## config.mk

```make
export PLATFORM = sky130hd
export DESIGN_NAME = block_output
export DESIGN_NICKNAME = d
export VERILOG_FILES = /design/src/rtl/block_output_pkg.sv /design/src/rtl/block_output_flit_fifo.sv /design/src/rtl/block_output.sv
export SDC_FILE = /design/constraint.sdc
export NUM_CORES = 1
export LEC_CHECK = 0
export ABC_CLOCK_PERIOD_IN_PS = 1850
export CAP_MARGIN = 10
export CELL_PAD_IN_SITES_DETAIL_PLACEMENT = 1
export CELL_PAD_IN_SITES_GLOBAL_PLACEMENT = 1
export CORE_ASPECT_RATIO = 0.9
export CORE_MARGIN = 8
export CORE_UTILIZATION = 35
export CTS_BUF_LIST = sky130_fd_sc_hd__clkbuf_8
export DETAILED_ROUTE_END_ITERATION = 12
export PLACE_DENSITY = 0.71
export SETUP_SLACK_MARGIN = 0.02
export SLEW_MARGIN = 20
export SYNTH_ARGS = -nofsm -noshare
export SYNTH_HDL_FRONTEND = slang
export SYNTH_SLANG_ARGS = --single-unit
```

## constraint.sdc

```tcl
create_clock -name clk -period 1.85 [get_ports clk]
set_clock_uncertainty 0.1 [all_clocks]
set_input_delay 0.4625 -clock clk [delete_from_list [all_inputs] [get_ports clk]]
set_output_delay 0.4625 -clock clk [all_outputs]
set_load 0.005 [all_outputs]
```

## src/rtl/block_output_pkg.sv

```systemverilog
// -----------------------------------------------------------------------------
// block_output_pkg
//   Shared definitions for the transmit end of the router-to-router link:
//   default geometry, header field offsets, FSM state encoding and the
//   packet-position helper used by the framing logic.
//   No ports (package).
// -----------------------------------------------------------------------------
package block_output_pkg;

  localparam int DW_DEF      = 8;   // flit width
  localparam int PKT_LEN_DEF = 4;   // flits per packet (header + body/tail)
  localparam int DEPTH_DEF   = 4;   // FIFO depth in flits

  // flit_cnt is a fixed 2-bit port, so PKT_LEN is limited to 2..4.
  localparam int FLIT_CNT_W = 2;
  localparam int DEST_W     = 4;

  // Header field offsets: dest = {X, Y}.
  localparam int DEST_X_HI = 3;
  localparam int DEST_X_LO = 2;
  localparam int DEST_Y_HI = 1;
  localparam int DEST_Y_LO = 0;

  typedef enum logic {
    IDLE = 1'b0,
    SEND = 1'b1
  } tx_state_e;

  // Position of the next flit within a packet, wrapping after the tail.
  function automatic logic [FLIT_CNT_W-1:0] next_flit_cnt(
    input logic [FLIT_CNT_W-1:0] cnt,
    input int                    pkt_len
  );
    if (cnt == FLIT_CNT_W'(pkt_len - 1)) begin
      return '0;
    end
    return cnt + 1'b1;
  endfunction

endpackage

```

## src/rtl/block_output_flit_fifo.sv

```systemverilog
// -----------------------------------------------------------------------------
// flit_fifo
//   Synchronous DEPTH x DW flit FIFO. The head entry stays in the FIFO until
//   it is popped, so the consumer can present it for as long as it likes.
//   A push into a full FIFO is accepted only when a pop frees a slot in the
//   same cycle; otherwise the data is dropped.
//
//   Ports:
//     clk, rst     clock (rising edge), asynchronous active-low reset
//     push, din    write request and data
//     push_ack     the push is actually taken this cycle
//     pop          remove the head entry (ignored when empty)
//     head         entry at the read pointer
//     head_next    entry behind the head (valid when count >= 2)
//     full, empty  occupancy flags
//     count        number of stored flits
// -----------------------------------------------------------------------------
module flit_fifo
  import block_output_pkg::*;
#(
  parameter int DEPTH = DEPTH_DEF,
  parameter int DW    = DW_DEF
) (
  input  logic                   clk,
  input  logic                   rst,
  input  logic                   push,
  input  logic [DW-1:0]          din,
  output logic                   push_ack,
  input  logic                   pop,
  output logic [DW-1:0]          head,
  output logic [DW-1:0]          head_next,
  output logic                   full,
  output logic                   empty,
  output logic [$clog2(DEPTH):0] count
);

  localparam int AW = $clog2(DEPTH);

  logic [DW-1:0] mem [DEPTH];

  logic [AW-1:0] wr_ptr_q, wr_ptr_d;
  logic [AW-1:0] rd_ptr_q, rd_ptr_d;
  logic [AW:0]   count_q,  count_d;
  logic [AW-1:0] rd_ptr_inc;
  logic          do_push, do_pop;

  assign full  = (count_q == (AW+1)'(DEPTH));
  assign empty = (count_q == '0);
  assign count = count_q;

  assign do_pop   = pop && !empty;
  // When full, the slot being freed by this cycle's pop is the one written.
  assign do_push  = push && (!full || do_pop);
  assign push_ack = do_push;

  // DEPTH is a power of two, so the pointers wrap naturally.
  assign rd_ptr_inc = rd_ptr_q + 1'b1;
  assign head       = mem[rd_ptr_q];
  assign head_next  = mem[rd_ptr_inc];

  always_comb begin
    wr_ptr_d = wr_ptr_q;
    rd_ptr_d = rd_ptr_q;
    count_d  = count_q;
    if (do_push) begin
      wr_ptr_d = wr_ptr_q + 1'b1;
    end
    if (do_pop) begin
      rd_ptr_d = rd_ptr_inc;
    end
    case ({do_push, do_pop})
      2'b10:   count_d = count_q + 1'b1;
      2'b01:   count_d = count_q - 1'b1;
      default: count_d = count_q;
    endcase
  end

  always_ff @(posedge clk or negedge rst) begin
    if (!rst) begin
      wr_ptr_q <= '0;
      rd_ptr_q <= '0;
      count_q  <= '0;
    end else begin
      wr_ptr_q <= wr_ptr_d;
      rd_ptr_q <= rd_ptr_d;
      count_q  <= count_d;
    end
  end

  // Storage carries no reset: stale entries are unreachable once the
  // pointers and count are cleared.
  always_ff @(posedge clk) begin
    if (do_push) begin
      mem[wr_ptr_q] <= din;
    end
  end

endmodule

```

## src/rtl/block_output.sv

```systemverilog
// -----------------------------------------------------------------------------
// block_output
//   Transmit end of a router-to-router link. Flits from the crossbar are
//   buffered in a small FIFO and serialised to the downstream block_input
//   with a val/ret handshake (val & ret in one cycle = flit accepted).
//   Fixed-length packet framing drives busy/flit_cnt/dest for the switch
//   allocator.
//
//   Ports:
//     clk, rst     clock (rising edge), asynchronous active-low reset
//     wr_en        crossbar pushes wr_data this cycle
//     wr_data      flit from crossbar
//     full         FIFO full; crossbar must not push
//     val          Data_out holds a valid flit
//     ret          downstream acknowledge
//     Data_out     flit to downstream node (holds last value when val=0)
//     busy         packet in progress on this port
//     flit_cnt     index of the Data_out flit within its packet (0 = header)
//     dest         {X,Y} of the current packet, captured from the header
// -----------------------------------------------------------------------------
module block_output
  import block_output_pkg::*;
#(
  parameter int DEPTH   = DEPTH_DEF,
  parameter int PKT_LEN = PKT_LEN_DEF,
  parameter int DW      = DW_DEF
) (
  input  logic                  clk,
  input  logic                  rst,
  input  logic                  wr_en,
  input  logic [DW-1:0]         wr_data,
  output logic                  full,
  output logic                  val,
  input  logic                  ret,
  output logic [DW-1:0]         Data_out,
  output logic                  busy,
  output logic [FLIT_CNT_W-1:0] flit_cnt,
  output logic [DEST_W-1:0]     dest
);

  localparam int CNT_W = $clog2(DEPTH) + 1;

  tx_state_e             state_q, state_d;
  logic [DW-1:0]         data_q, data_d;
  logic [FLIT_CNT_W-1:0] flit_cnt_q, flit_cnt_d;
  logic [DEST_W-1:0]     dest_q, dest_d;
  logic                  busy_q, busy_d;

  logic                  fifo_empty;
  logic                  push_ack;
  logic [CNT_W-1:0]      fifo_count;
  logic [DW-1:0]         fifo_head;
  logic [DW-1:0]         fifo_head_next;
  logic                  accept;
  logic                  more_queued;
  logic                  is_tail;

  // The presented flit is the FIFO head; it is removed only on acceptance.
  assign accept = (state_q == SEND) && ret;

  flit_fifo #(
    .DEPTH (DEPTH),
    .DW    (DW)
  ) u_fifo (
    .clk       (clk),
    .rst       (rst),
    .push      (wr_en),
    .din       (wr_data),
    .push_ack  (push_ack),
    .pop       (accept),
    .head      (fifo_head),
    .head_next (fifo_head_next),
    .full      (full),
    .empty     (fifo_empty),
    .count     (fifo_count)
  );

  // Another flit remains behind the one being accepted.
  assign more_queued = (fifo_count > CNT_W'(1));
  assign is_tail     = (flit_cnt_q == FLIT_CNT_W'(PKT_LEN - 1));

  always_comb begin
    state_d    = state_q;
    data_d     = data_q;
    flit_cnt_d = flit_cnt_q;
    dest_d     = dest_q;
    busy_d     = busy_q;

    case (state_q)
      IDLE: begin
        if (!fifo_empty) begin
          state_d = SEND;
          data_d  = fifo_head;
        end
      end
      SEND: begin
        if (ret) begin
          if (more_queued) begin
            data_d = fifo_head_next;
          end else if (push_ack) begin
            // FIFO held only the accepted flit; the flit being written now
            // is the next head, so forward it directly.
            data_d = wr_data;
          end else begin
            state_d = IDLE;
          end
        end
      end
      default: state_d = IDLE;
    endcase

    if (accept) begin
      flit_cnt_d = next_flit_cnt(flit_cnt_q, PKT_LEN);
      if (flit_cnt_q == '0) begin
        dest_d = {data_q[DEST_X_HI:DEST_X_LO], data_q[DEST_Y_HI:DEST_Y_LO]};
      end
    end

    // Packets are fixed length, so whatever is queued after a tail is the
    // next header and keeps the port busy.
    if (push_ack) begin
      busy_d = 1'b1;
    end
    if (accept && is_tail) begin
      busy_d = more_queued || push_ack;
    end
  end

  always_ff @(posedge clk or negedge rst) begin
    if (!rst) begin
      state_q    <= IDLE;
      data_q     <= '0;
      flit_cnt_q <= '0;
      dest_q     <= '0;
      busy_q     <= 1'b0;
    end else begin
      state_q    <= state_d;
      data_q     <= data_d;
      flit_cnt_q <= flit_cnt_d;
      dest_q     <= dest_d;
      busy_q     <= busy_d;
    end
  end

  assign val      = (state_q == SEND);
  assign Data_out = data_q;
  assign busy     = busy_q;
  assign flit_cnt = flit_cnt_q;
  assign dest     = dest_q;

endmodule

```

==> summary.txt, run 1 <==
Status
  – Run status: finished, final reports clean

Die
  – Die X: 109 um
  – Core area: around 0.0075 mm2
  – FP Rows: 30
  – IO Pins: 29
  – Initial Util: 0.361
  – Full die area: 0.0109 mm2
  – Die H: 99.6 um

Detailed routing
  – Routed wire length: 6.11 mm
  – Drt first-iter violations: 53
  – Top sig layer: met4
  – Antenna Nets Post-Route: 0
  – DRT met1 WL: about 2.7 mm
  – DRC viols: 0
  – Detailed Routing Iterations Pass 1: 4
  – Per-cell routed wire length: 18.9 um
  – Via count: between 1500 and 2000
  – Met3 WL post-DR: approximately 220 um
  – Met2 wire len: 3.11 mm
  – Via/cell ratio: between 5 and 6

GRT
  – Largest net degree at the start of global routing: 24
  – Total gr overflow: 0
  – Tot GR Track Use: 0.117
  – Initial antenna violation count: 0
  – Vias in the first global route: 1818
  – Global-route wire length before repair: 9.86 mm

Worst setup path
  – Buf/Inv on CP: 3
  – R2R cell count: 8
  – Critical path type: in -> reg
  – CP startpoint kind: primary input
  – CP Depth: 6
  – Worst path arrival time: 1730 ps
  – Slowest CP cell: clkdlybuf4s50_1
  – Critical-path cell list: clkdlybuf4s50_1, nand2_1, a21oi_2, buf_4, and2_1, buf_12
  – CP Max Fanout: 8
  – Req. time, crit path: 1780 ps
  – Crit end category: flop
  – Cell family with most CP delay: buffers and inverters
  – Max stage delay on crit path: 510 ps

Synthesis
  – YS warnings: 0
  – Post-synth EDFFs: 32
  – Area leader, netlist: edfxtp_1
  – Synth Net Count: 196
  – Synth Cell Area: 0.00272 mm2
  – Register area share after synthesis: 0.565
  – Asr flop ratio synth: 0.418
  – Top_reg_cell synth: edfxtp_1
  – Syn_area_per_cell: 15.7 um2
  – Share of the synthesized area in the top cell type: 0.353
  – Netlist cell types: 31
  – Synth Instances: between 150 and 200
  – Area contributors post-synth: edfxtp_1 (35%), dfrtp_1 (21%), mux4_1 (7.7%)
  – Seq cells post-synth: 55

CTS
  – CTS Buf Count: 5
  – Clock slew at reported path FFs: roughly 100 ps
  – Root Driver: clkbuf_8
  – CTS tree: built
  – Deepest clock path buffer count: 2
  – Clock sink total: 55
  – Skew-Pair Late Insertion Delay: a little over 300 ps
  – Depth of the CTS H-tree: 2

Layout
  – FILL cells: 766
  – Area grow syn2layout: 27.8%
  – Layout cells sized above 1: 0.281
  – ANT cells: 0
  – Nets: 250

Power
  – IR drop worst, VDD: ~0.5 mV
  – PwrDens: 1570 mW/mm2
  – Leak: around 1.3 nW

STA
  – Fmax: 556 MHz
  – Worst-Margin Slew: 425 ps
  – Fin. Hold Viols: 0
  – Crit path time final: 1800 ps
  – Max-slew violations: 0
  – Setup ws final: 51.2 ps
  – Relative slew margins: 0.716
  – Fin Setup TNS: 0 ps
  – Period utilization: 0.972
  – RSZ-0062 raised after global routing: yes
  – Final hold slack: 399 ps
  – Setup Viol. Count Final: 0

Placed design
  – RD Place Congestion: 0.759
  – IO Port Bufs: 28
  – Dpl ws: -294 ps
  – Post-DP HPWL: approximately 4.3 mm

Worst hold path
  – Hold crit path type: in -> async

Flow run
  – Max-Cap Viols: 0
-- sequential cells by signal (all words and copies together), names as in the netlist --
register / count
val: 1
u_fifo.mem: 32
u_fifo.count: 3
u_fifo.wr_ptr_q: 2
busy: 1
dest: 4
flit_cnt: 2
Data_out: 8
u_fifo.rd_ptr_q: 2
-- cell usage after synthesis (2+ instances only) --
master and number:
mux2_2 4, mux4_2 8, nor2_1 2, nand3_1 8, ha_1 11, nand3b_1 8, o211ai_1 9, xor2_1 2
edfxtp_1 32, buf_2 3, nand2b_1 2, clkbuf_1 2, o21ai_0 3, xnor2_1 4, inv_1 9, and2_1 6
dfrtp_1 23, buf_6 2, mux4_1 8, nand2_1 8, mux2i_1 9
-- routing by layer --
layer,track usage,vias up
li1,-,763
met1,0.149,863
met2,0.199,38
met3,0.0265,6
met4,0.0221,0
met5,0,-
-- cells by family (layout without fill, tap and decap cells) --
| family | count (synthesis) | in the layout | share of synthesized area |
|---|---|---|---|
| buffers and inverters | 19 | 74 | 0.0442 |
| AOI/OAI and AO/OA | 16 | 16 | 0.0483 |
| muxes | 30 | 30 | 0.197 |
| xor gates and xnor gates | 6 | 6 | 0.0193 |
| adders and majority gates | 11 | 11 | 0.0506 |
| DFF | 55 | 55 | 0.565 |
| and+or+nand+nor | 36 | 36 | 0.0754 |
-- report_power, final --
group	internal (mW)	leakage [nW]	switching (mW)
logic	1.63	0.734	1.23
registers	1.71	0.565	0.210
clock network	0.265	0.0418	0.406
total	3.61	1.34	1.84
-- worst paths after layout --
path	slack, ps	start	end
max	50	ret	u_fifo.mem[2][2]$_DFFE_PP_
min	400	rst	busy$_DFFE_PN0P_
max reg2reg	90	u_fifo.count[1]$_DFFE_PN0P_	u_fifo.mem[2][2]$_DFFE_PP_
min reg2reg	420	dest[2]$_DFFE_PN0P_	dest[2]$_DFFE_PN0P_
max in group asynchronous	1000	rst	dest[3]$_DFFE_PN0P_
min in group clk	420	dest[2]$_DFFE_PN0P_	dest[2]$_DFFE_PN0P_
-- cell type report --
cell class / instances / area [um2] / area share
Sequential cell: 55 / 1540 / 0.442
Timing Repair Buffer: 57 / 584 / 0.168
Tap cell: 96 / 120 / 0.0345
Clock buffer: 5 / 68.8 / 0.0198
Multi-Input combinational cell: 99 / 1110 / 0.320
Inverter: 9 / 33.8 / 0.00972
Clock inverter: 3 / 20.0 / 0.00576
-- cell usage in the layout, fill, tap and decap left out, types with 2 or more instances in the layout --
cell	count
and2_1	4
and2_4	2
buf_12	6
buf_4	21
buf_6	3
clkbuf_8	5
clkdlybuf4s50_1	26
dfrtp_1	23
edfxtp_1	32
ha_1	9
ha_4	2
inv_1	5
inv_2	4
mux2_2	4
mux2i_1	8
mux4_1	8
mux4_2	8
nand2_1	8
nand3_1	8
nand3b_1	8
o211ai_1	9
o21ai_0	3
xnor2_1	4
xor2_1	2
-- what timing repair did --
| item | CTS | global route |
|---|---|---|
| hold buffers | 0 | 0 |
| pin swaps | 1 | 4 |
| gates cloned | 0 | 0 |
| setup endpoints to repair | 12 | 6 |
| buffers inserted | 4 | 5 |
| resized for setup | 8 | 12 |
-- per-stage QoR --
stage                     area (um2)  total power [mW]  cells   util
final                           3480              5.45    324  0.461
after global routing            3480              5.81    324  0.461
after CTS                       3400              5.36    319  0.450
after detailed placement        3260              4.60    307  0.433
after global placement          3260              4.47    307  0.433
after floorplan                 2730              3.52    173      -
(Power assumes the default switching activity.)
==> run 2: changes to the inputs <==
SYNTH_HIERARCHICAL = 1   (was not set)
==> summary.txt, run 2 <==
GRT
  – Initial antenna violation count: 0 (unchanged)
  – Vias in the first global route: 2042 (was 1818)
  – Largest net degree at the start of global routing: 24 (unchanged)
  – Global-route wire length before repair: 11.1 mm (was 9.86 mm)
  – Tot GR Track Use: 0.132 (was 0.117)
  – Total gr overflow: 0 (unchanged)

Power
  – PwrDens: 1610 mW/mm2 (was 1570 mW/mm2)
  – IR drop worst, VDD: 0.508 mV (was 0.491 mV)
  – Leak: 1.46 nW (was 1.34 nW)
  – Tot Pwr: 5.99 mW (was 5.45 mW)

Synthesis
  – Post-synthesis adder-cell area fraction: 0.0348 (was 0.0506)
  – Syn_area_per_cell: 14.9 um2 (was 15.7 um2)
  – Netlist cell types: 41 (was 31)
  – Area leader, netlist: edfxtp_1 (unchanged)
  – Register area share after synthesis: 0.562 (was 0.565)
  – Area contributors post-synth: edfxtp_1 (35%), dfrtp_1 (21%), mux4_2 (13%) (was edfxtp_1 (35%), dfrtp_1 (21%), mux4_1 (7.7%))
  – Synth Net Count: 202 (was 196)
  – Top_reg_cell synth: edfxtp_1 (unchanged)
  – Seq cells post-synth: 55 (unchanged)
  – Simple-gate share of the synthesized area: 0.0938 (was 0.0754)
  – Synth Cell Area: 0.00273 mm2 (was 0.00272 mm2)
  – Share of the synthesized area in the top cell type: 0.351 (was 0.353)
  – Post-synth EDFFs: 32 (unchanged)
  – YS warnings: 6 (was 0)
  – Asr flop ratio synth: 0.418 (unchanged)
  – Synth cell count leaders: edfxtp_1 (32), dfrtp_1 (23), mux4_2 (16) (was edfxtp_1 (32), dfrtp_1 (23), ha_1 (11))
  – Synth Area in XOR/XNOR: 0.0192 (was 0.0193)
  – Largest family of logic cells by synthesized area: multiplexers (unchanged)
  – Synth Area in Compound Gates: 0.0664 (was 0.0483)
  – Most frequent cell after synthesis: edfxtp_1 (unchanged)
  – Mux contribution to synthesized area: 0.187 (was 0.197)
  – Synth Instances: 183 (was 173)

CTS
  – Depth of the CTS H-tree: 2 (unchanged)
  – CTS tree: built (unchanged)
  – Hold buffers post-CTS: 0 (unchanged)
  – Clock sink total: 55 (unchanged)
  – Clock slew at reported path FFs: 90 ps (was 100 ps)
  – Skew-Pair Late Insertion Delay: 310 ps (about the same)
  – Root Driver: clkbuf_8 (unchanged)
  – CTS Buf Count: 5 (unchanged)
  – Deepest clock path buffer count: 2 (unchanged)

Worst hold path
  – Hold path depth: 1
  – Hold crit path type: reg -> reg (was in -> async)
  – Worst min-delay path startpoint: busy$_DFFE_PN0P_
  – Hold Path End: busy$_DFFE_PN0P_

Die
  – Die H: 99.8 um (was 99.6 um)
  – IO Pins: 29 (unchanged)
  – Die X: 109 um (about the same)
  – Initial Util: 0.362 (was 0.361)
  – Full die area: 0.0109 mm2 (about the same)
  – Core area: 0.00754 mm2 (unchanged)
  – FP Rows: 30 (unchanged)

Worst setup path
  – Slowest CP cell: dfrtp_2 (was clkdlybuf4s50_1)
  – RR Startpoint: val$_DFF_PN0_ (was u_fifo.count[1]$_DFFE_PN0P_)
  – Crit end category: flop (unchanged)
  – Critical-path cell list: nand2_8, inv_4, o31a_1, or2b_1, fa_2, buf_6, nand3b_1, o32ai_4, xor2_1 (was clkdlybuf4s50_1, nand2_1, a21oi_2, buf_4, and2_1, buf_12)
  – CP startpoint kind: flop (was primary input)
  – Reg2reg end: u_fifo/count[2]$_DFFE_PN0P_ (was u_fifo.mem[2][2]$_DFFE_PP_)
  – R2R cell count: 9 (was 8)
  – Max stage delay on crit path: 430 ps (was 510 ps)
  – Worst reg2reg setup slack: -180 ps (was 90 ps)
  – Cell family with most CP delay: flip-flops (was buffers and inverters)
  – Buf/Inv on CP: 2 (was 3)
  – CP Max Fanout: 2 (was 8)
  – Req. time, crit path: 1950 ps (was 1780 ps)
  – Critical path type: reg -> reg (was in -> reg)
  – Worst path arrival time: 2120 ps (was 1730 ps)

Detailed routing
  – Via/cell ratio: 5.22 (was 5.15)
  – Via count: 1853 (was 1670)
  – Drt first-iter violations: 47 (was 53)
  – Detailed Routing Iterations Pass 1: 5 (was 4)
  – Per-cell routed wire length: 19.3 um (was 18.9 um)
  – Antenna Nets Post-Route: 0 (unchanged)
  – Routed wire length: 6.87 mm (was 6.11 mm)
  – DRC viols: 0 (unchanged)

Layout
  – Nets: 277 (was 250)
  – Area grow syn2layout: 36.0% (was 27.8%)
  – Commonest non-fill, non-tap cell in the layout: buf_4 (was edfxtp_1)
  – ANT cells: 0 (unchanged)
  – Top reg by flops: u_fifo/mem (was u_fifo.mem)
  – FILL cells: 770 (was 766)
  – Most frequent cells in the layout: buf_4 (37), edfxtp_1 (32), clkdlybuf4s50_1 (23) (was edfxtp_1 (32), clkdlybuf4s50_1 (26), dfrtp_1 (23))
  – Largest register FFs: 32 (unchanged)
  – Layout cells sized above 1: 0.440 (was 0.281)
  – Util after Layout: 0.493 (was 0.461)
  – Final cell count without fillers: 355 (was 324)

Flow run
  – Max-Cap Viols: 0 (unchanged)

Status
  – Failing checks: setup timing
  – Run status: complete, but fails checks (was finished, final reports clean)

STA
  – Crit path time final: 2030 ps (was 1800 ps)
  – Max-slew violations: 0 (unchanged)
  – Relative slew margins: 0.743 (was 0.716)
  – Fin. Hold Viols: 0 (unchanged)
  – Fmax: 493 MHz (was 556 MHz)
  – Period utilization: 1.10 (was 0.972)
  – Setup Viol. Count Final: 11 (was 0)
  – RSZ-0062 raised after global routing: yes (unchanged)
  – Setup ws final: -179 ps (was 51.2 ps)
  – Worst-Margin Slew: 386 ps (was 425 ps)

Placed design
  – RD Place Congestion: 0.728 (was 0.759)
  – Dpl cells: 327 (was 307)
  – Post-DP HPWL: 4.57 mm (was 4.32 mm)
  – IO Port Bufs: 28 (unchanged)
[run 2: changes by cell type after synthesis, moves of 3 or more]
cell,previous run,this run
mux4_2,8,16
nand3_1,8,5
o21ai_0,3,11
ha_1,11,6
o211ai_1,9,0
mux2_2,4,11
nand3b_1,8,1
mux2i_1,9,0
nor2_1,2,10
or3b_2,0,7
mux4_1,8,0
a31oi_1,0,8
nand2_1,8,2
[run 2: layout make-up]
cell class                 instances  area (um2)  share of cell area
sequential                        55        1540               0.414
multi-input combinational        109        1180               0.317
timing repair buffer              79         768               0.207
tap                               96         120              0.0323
clock buffer                       5        68.8              0.0185
inverter                           8        32.5             0.00875
clock inverter                     3        12.5             0.00336
[run 2: cells by family (layout without fill, tap and decap cells)]
| family | Yosys count | after routing |
|---|---|---|
| buffers and inverters | 19 | 95 |
| XOR/XNOR | 6 | 6 |
| AND/OR/NAND/NOR | 40 | 40 |
| AO/OA/AOI/OAI | 27 | 27 |
| multiplexers | 29 | 29 |
| adder cells (fa/ha/maj) | 7 | 7 |
| flip-flops | 55 | 55 |
[run 2: worst max-delay path by stage]
stage / startpoint / end / depth (start not counted) / slack, ps
after floorplan: ret / u_fifo/count[2]$_DFFE_PN0P_ / 9 / -380
after global routing: val$_DFF_PN0_ / u_fifo/count[2]$_DFFE_PN0P_ / 9 / -240
after CTS: val$_DFF_PN0_ / u_fifo/count[2]$_DFFE_PN0P_ / 8 / -160
after global placement: ret / u_fifo/count[2]$_DFFE_PN0P_ / 9 / -820
final: val$_DFF_PN0_ / u_fifo/count[2]$_DFFE_PN0P_ / 9 / -180
after detailed placement: ret / u_fifo/count[2]$_DFFE_PN0P_ / 9 / -850
[run 2: what timing repair did]
action	CTS	global route
gates cloned	1	0
pin swaps	7	0
endpoints found under the setup margin	48	51
gates resized for setup	29	8
setup buffers	14	8
[run 2: per-stage QoR]
stage / TNS (ps) / hold WS, ps / setup slack (ps) / cell area (um2)
after global routing: -1590 / 434 / -242 / 3720
after detailed placement: -31030 / 388 / -854 / 3390
after floorplan: -1620 / 66.9 / -382 / 2770
final: -749 / 401 / -179 / 3720
after global placement: -29590 / 372 / -816 / 3390
after CTS: -1330 / 410 / -160 / 3630
[run 2: per-layer routing]
metal  vias to the layer above  wire length, um  GRT usage
met3                         7              267     0.0243
met2                        40             3440      0.220
met1                       959             3100      0.171
li1                        847                -          -
met4                         0               55     0.0347
met5                         -                0          0
[run 2: power breakdown]
part           leakage, nW  switching [mW]  internal [mW]
Combinational        0.852            1.39           1.99
Sequential           0.560           0.249           1.72
Clock               0.0505           0.388          0.256
Total                 1.46            2.02           3.96
[run 2: worst register-to-register path: stages, from the launching register on]
cell,delay [ps]
dfrtp_2,430
nand2_8,60
inv_4,50
o31a_1,140
or2b_1,250
fa_2,370
buf_6,130
nand3b_1,110
o32ai_4,100
xor2_1,170
==> run 3: changes to the inputs <==
GPL_TIMING_DRIVEN = 0   (was not set)
PLACE_DENSITY = 0.6   (was 0.71)
==> summary.txt, run 3 (synthesized netlist as in run 2, its figures left out) <==
Power
  – IR drop worst, VDD: 0.533 mV (was 0.508 mV)
  – Tot Pwr: 5.75 mW (was 5.99 mW)
  – PwrDens: 1660 mW/mm2 (was 1610 mW/mm2)
  – Leak: 1.30 nW (was 1.46 nW)

Placed design
  – Dpl ws: -1240 ps (was -854 ps)
  – Placed Area: 0.00316 mm2 (was 0.00339 mm2)
  – IO Port Bufs: 27 (was 28)
  – Post-DP HPWL: 4.58 mm (was 4.57 mm)
  – Dpl cells: 306 (was 327)
  – RD Place Congestion: 0.719 (was 0.728)

Worst hold path
  – Hold crit path type: in -> async (was reg -> reg)

STA
  – Relative slew margins: 0.511 (was 0.743)
  – Period utilization: 1.16 (was 1.10)
  – Fin Setup TNS: -2420 ps (was -749 ps)
  – Fmax: 468 MHz (was 493 MHz)
  – Max-slew violations: 0 (unchanged)
  – Setup ws final: -289 ps (was -179 ps)
  – Fin. Hold Viols: 0 (unchanged)
  – Worst-Margin Slew: 727 ps (was 386 ps)
  – Setup Viol. Count Final: 11 (unchanged)
  – RSZ-0062 raised after global routing: yes (unchanged)
  – Crit path time final: 2140 ps (was 2030 ps)
  – Final hold slack: 31.6 ps (was 401 ps)

GRT
  – Total gr overflow: 0 (unchanged)
  – Grt met2 use: 0.229 (was 0.220)
  – Tot GR Track Use: 0.132 (about the same)
  – Global-route wire length before repair: 11.1 mm (unchanged)
  – Met3 usage: 0.0256 (was 0.0243)
  – GRT busiest layer: met2 (unchanged)
  – Largest net degree at the start of global routing: 24 (unchanged)
  – Initial antenna violation count: 0 (unchanged)
  – Met1 usage: 0.159 (was 0.171)
  – Vias in the first global route: 2086 (was 2042)

Status
  – Failing checks: setup timing (unchanged)
  – Run status: complete, but fails checks (unchanged)

Worst setup path
  – Max stage delay on crit path: 440 ps (was 430 ps)
  – Slowest CP cell: dfrtp_2 (unchanged)
  – Req. time, crit path: 1980 ps (was 1950 ps)
  – Cell family with most CP delay: simple AND/OR/NAND/NOR gates (was flip-flops)
  – Crit end category: flop (unchanged)
  – RR Startpoint: val$_DFF_PN0_ (unchanged)
  – CP Max Fanout: 4 (was 2)
  – Buf/Inv on CP: 1 (was 2)
  – Setup crit start: val$_DFF_PN0_ (unchanged)
  – CP startpoint kind: flop (unchanged)
  – Critical path type: reg -> reg (unchanged)
  – Worst path arrival time: 2270 ps (was 2120 ps)
  – Critical-path cell list: nand2_8, inv_8, o31a_1, or2b_1, fa_2, nand2b_4, o32ai_4, xor2_1 (was nand2_8, inv_4, o31a_1, or2b_1, fa_2, buf_6, nand3b_1, o32ai_4, xor2_1)

CTS
  – Clock sink total: 55 (unchanged)
  – CTS tree: built (unchanged)
  – Depth of the CTS H-tree: 2 (unchanged)
  – Clock slew at reported path FFs: 100 ps (was 90 ps)
  – Hold buffers post-CTS: 0 (unchanged)
  – Deepest clock path buffer count: 2 (unchanged)
  – Root Driver: clkbuf_8 (unchanged)
  – Skew-Pair Late Insertion Delay: 310 ps (about the same)
  – CTS Buf Count: 5 (unchanged)

Detailed routing
  – Via/cell ratio: 5.38 (was 5.22)
  – Detailed Routing Iterations Pass 1: 4 (was 5)
  – Routed wire length: 6.69 mm (was 6.87 mm)
  – DRC viols: 0 (unchanged)
  – Via count: 1790 (was 1853)
  – Drt first-iter violations: 60 (was 47)
  – Antenna Nets Post-Route: 0 (unchanged)
  – Per-cell routed wire length: 20.1 um (was 19.3 um)

Layout
  – Top reg by flops: u_fifo/mem (unchanged)
  – Util after Layout: 0.460 (was 0.493)
  – Nets: 255 (was 277)
  – Most frequent cells in the layout: edfxtp_1 (32), clkdlybuf4s50_1 (24), dfrtp_1 (19), buf_4 (19), mux4_2 (16) (was buf_4 (37), edfxtp_1 (32), clkdlybuf4s50_1 (23))
  – ANT cells: 0 (unchanged)
  – Largest register FFs: 32 (unchanged)
  – Final cell count without fillers: 333 (was 355)
  – Layout cells sized above 1: 0.388 (was 0.440)
  – Finished Cell Area: 0.00347 mm2 (was 0.00372 mm2)
  – Area grow syn2layout: 26.9% (was 36.0%)
  – Commonest non-fill, non-tap cell in the layout: edfxtp_1 (was buf_4)

Flow run
  – Max-Cap Viols: 0 (unchanged)

Die
  – IO Pins: 29 (unchanged)
  – FP Rows: 30 (unchanged)
  – Die H: 99.8 um (unchanged)
  – Full die area: 0.0109 mm2 (unchanged)
  – Initial Util: 0.362 (unchanged)
  – Die X: 109 um (unchanged)
  – Core area: 0.00754 mm2 (unchanged)
-- run 3: cell count changes in the layout (fill, tap and decap cells not counted), moves of 2 or more --
cell	delta
buf_2	+5
buf_4	-18
buf_12	-4
dfrtp_2	+3
dlygate4sd2_1	-2
buf_6	-4
dfrtp_1	-3
-- run 3: routing by layer --
layer,wire [um],up-vias
li1,-,805
met1,2880,948
met2,3490,32
met3,269,5
met4,59,0
met5,0,-
-- run 3: layout make-up --
cell class / count / area [um2]
Buffer: 10 / 70.1
Inverter: 8 / 37.5
Clock inverter: 3 / 38.8
Timing Repair Buffer: 47 / 427
Clock buffer: 5 / 68.8
Multi-Input combinational cell: 109 / 1160
Tap cell: 96 / 120
Fill cell: 765 / 4080
Sequential cell: 55 / 1540
-- run 3: what timing repair did --
action                     in CTS  in global routing
pin swaps                       6                  5
gates resized for setup        21                  5
setup endpoints to repair      48                 16
setup buffers                  16                  4
-- run 3: worst paths after layout --
kind	end	slack, ps	cells past startpoint
max in group asynchronous	u_fifo/count[0]$_DFFE_PN0P_	1200	1
hold reg to reg	Data_out[5]$_DFFE_PN0P_	420	1
min in group clk	Data_out[5]$_DFFE_PN0P_	420	1
setup / recovery	u_fifo/count[2]$_DFFE_PN0P_	-290	8
setup reg to reg	u_fifo/count[2]$_DFFE_PN0P_	-290	8
hold / removal	dest[2]$_DFFE_PN0P_	30	1
-- run 3: power by group --
part / total, mW / switching (mW) / internal, mW
combinational: 3.00 / 1.33 / 1.67
clock: 0.779 / 0.382 / 0.397
sequential: 1.97 / 0.245 / 1.72
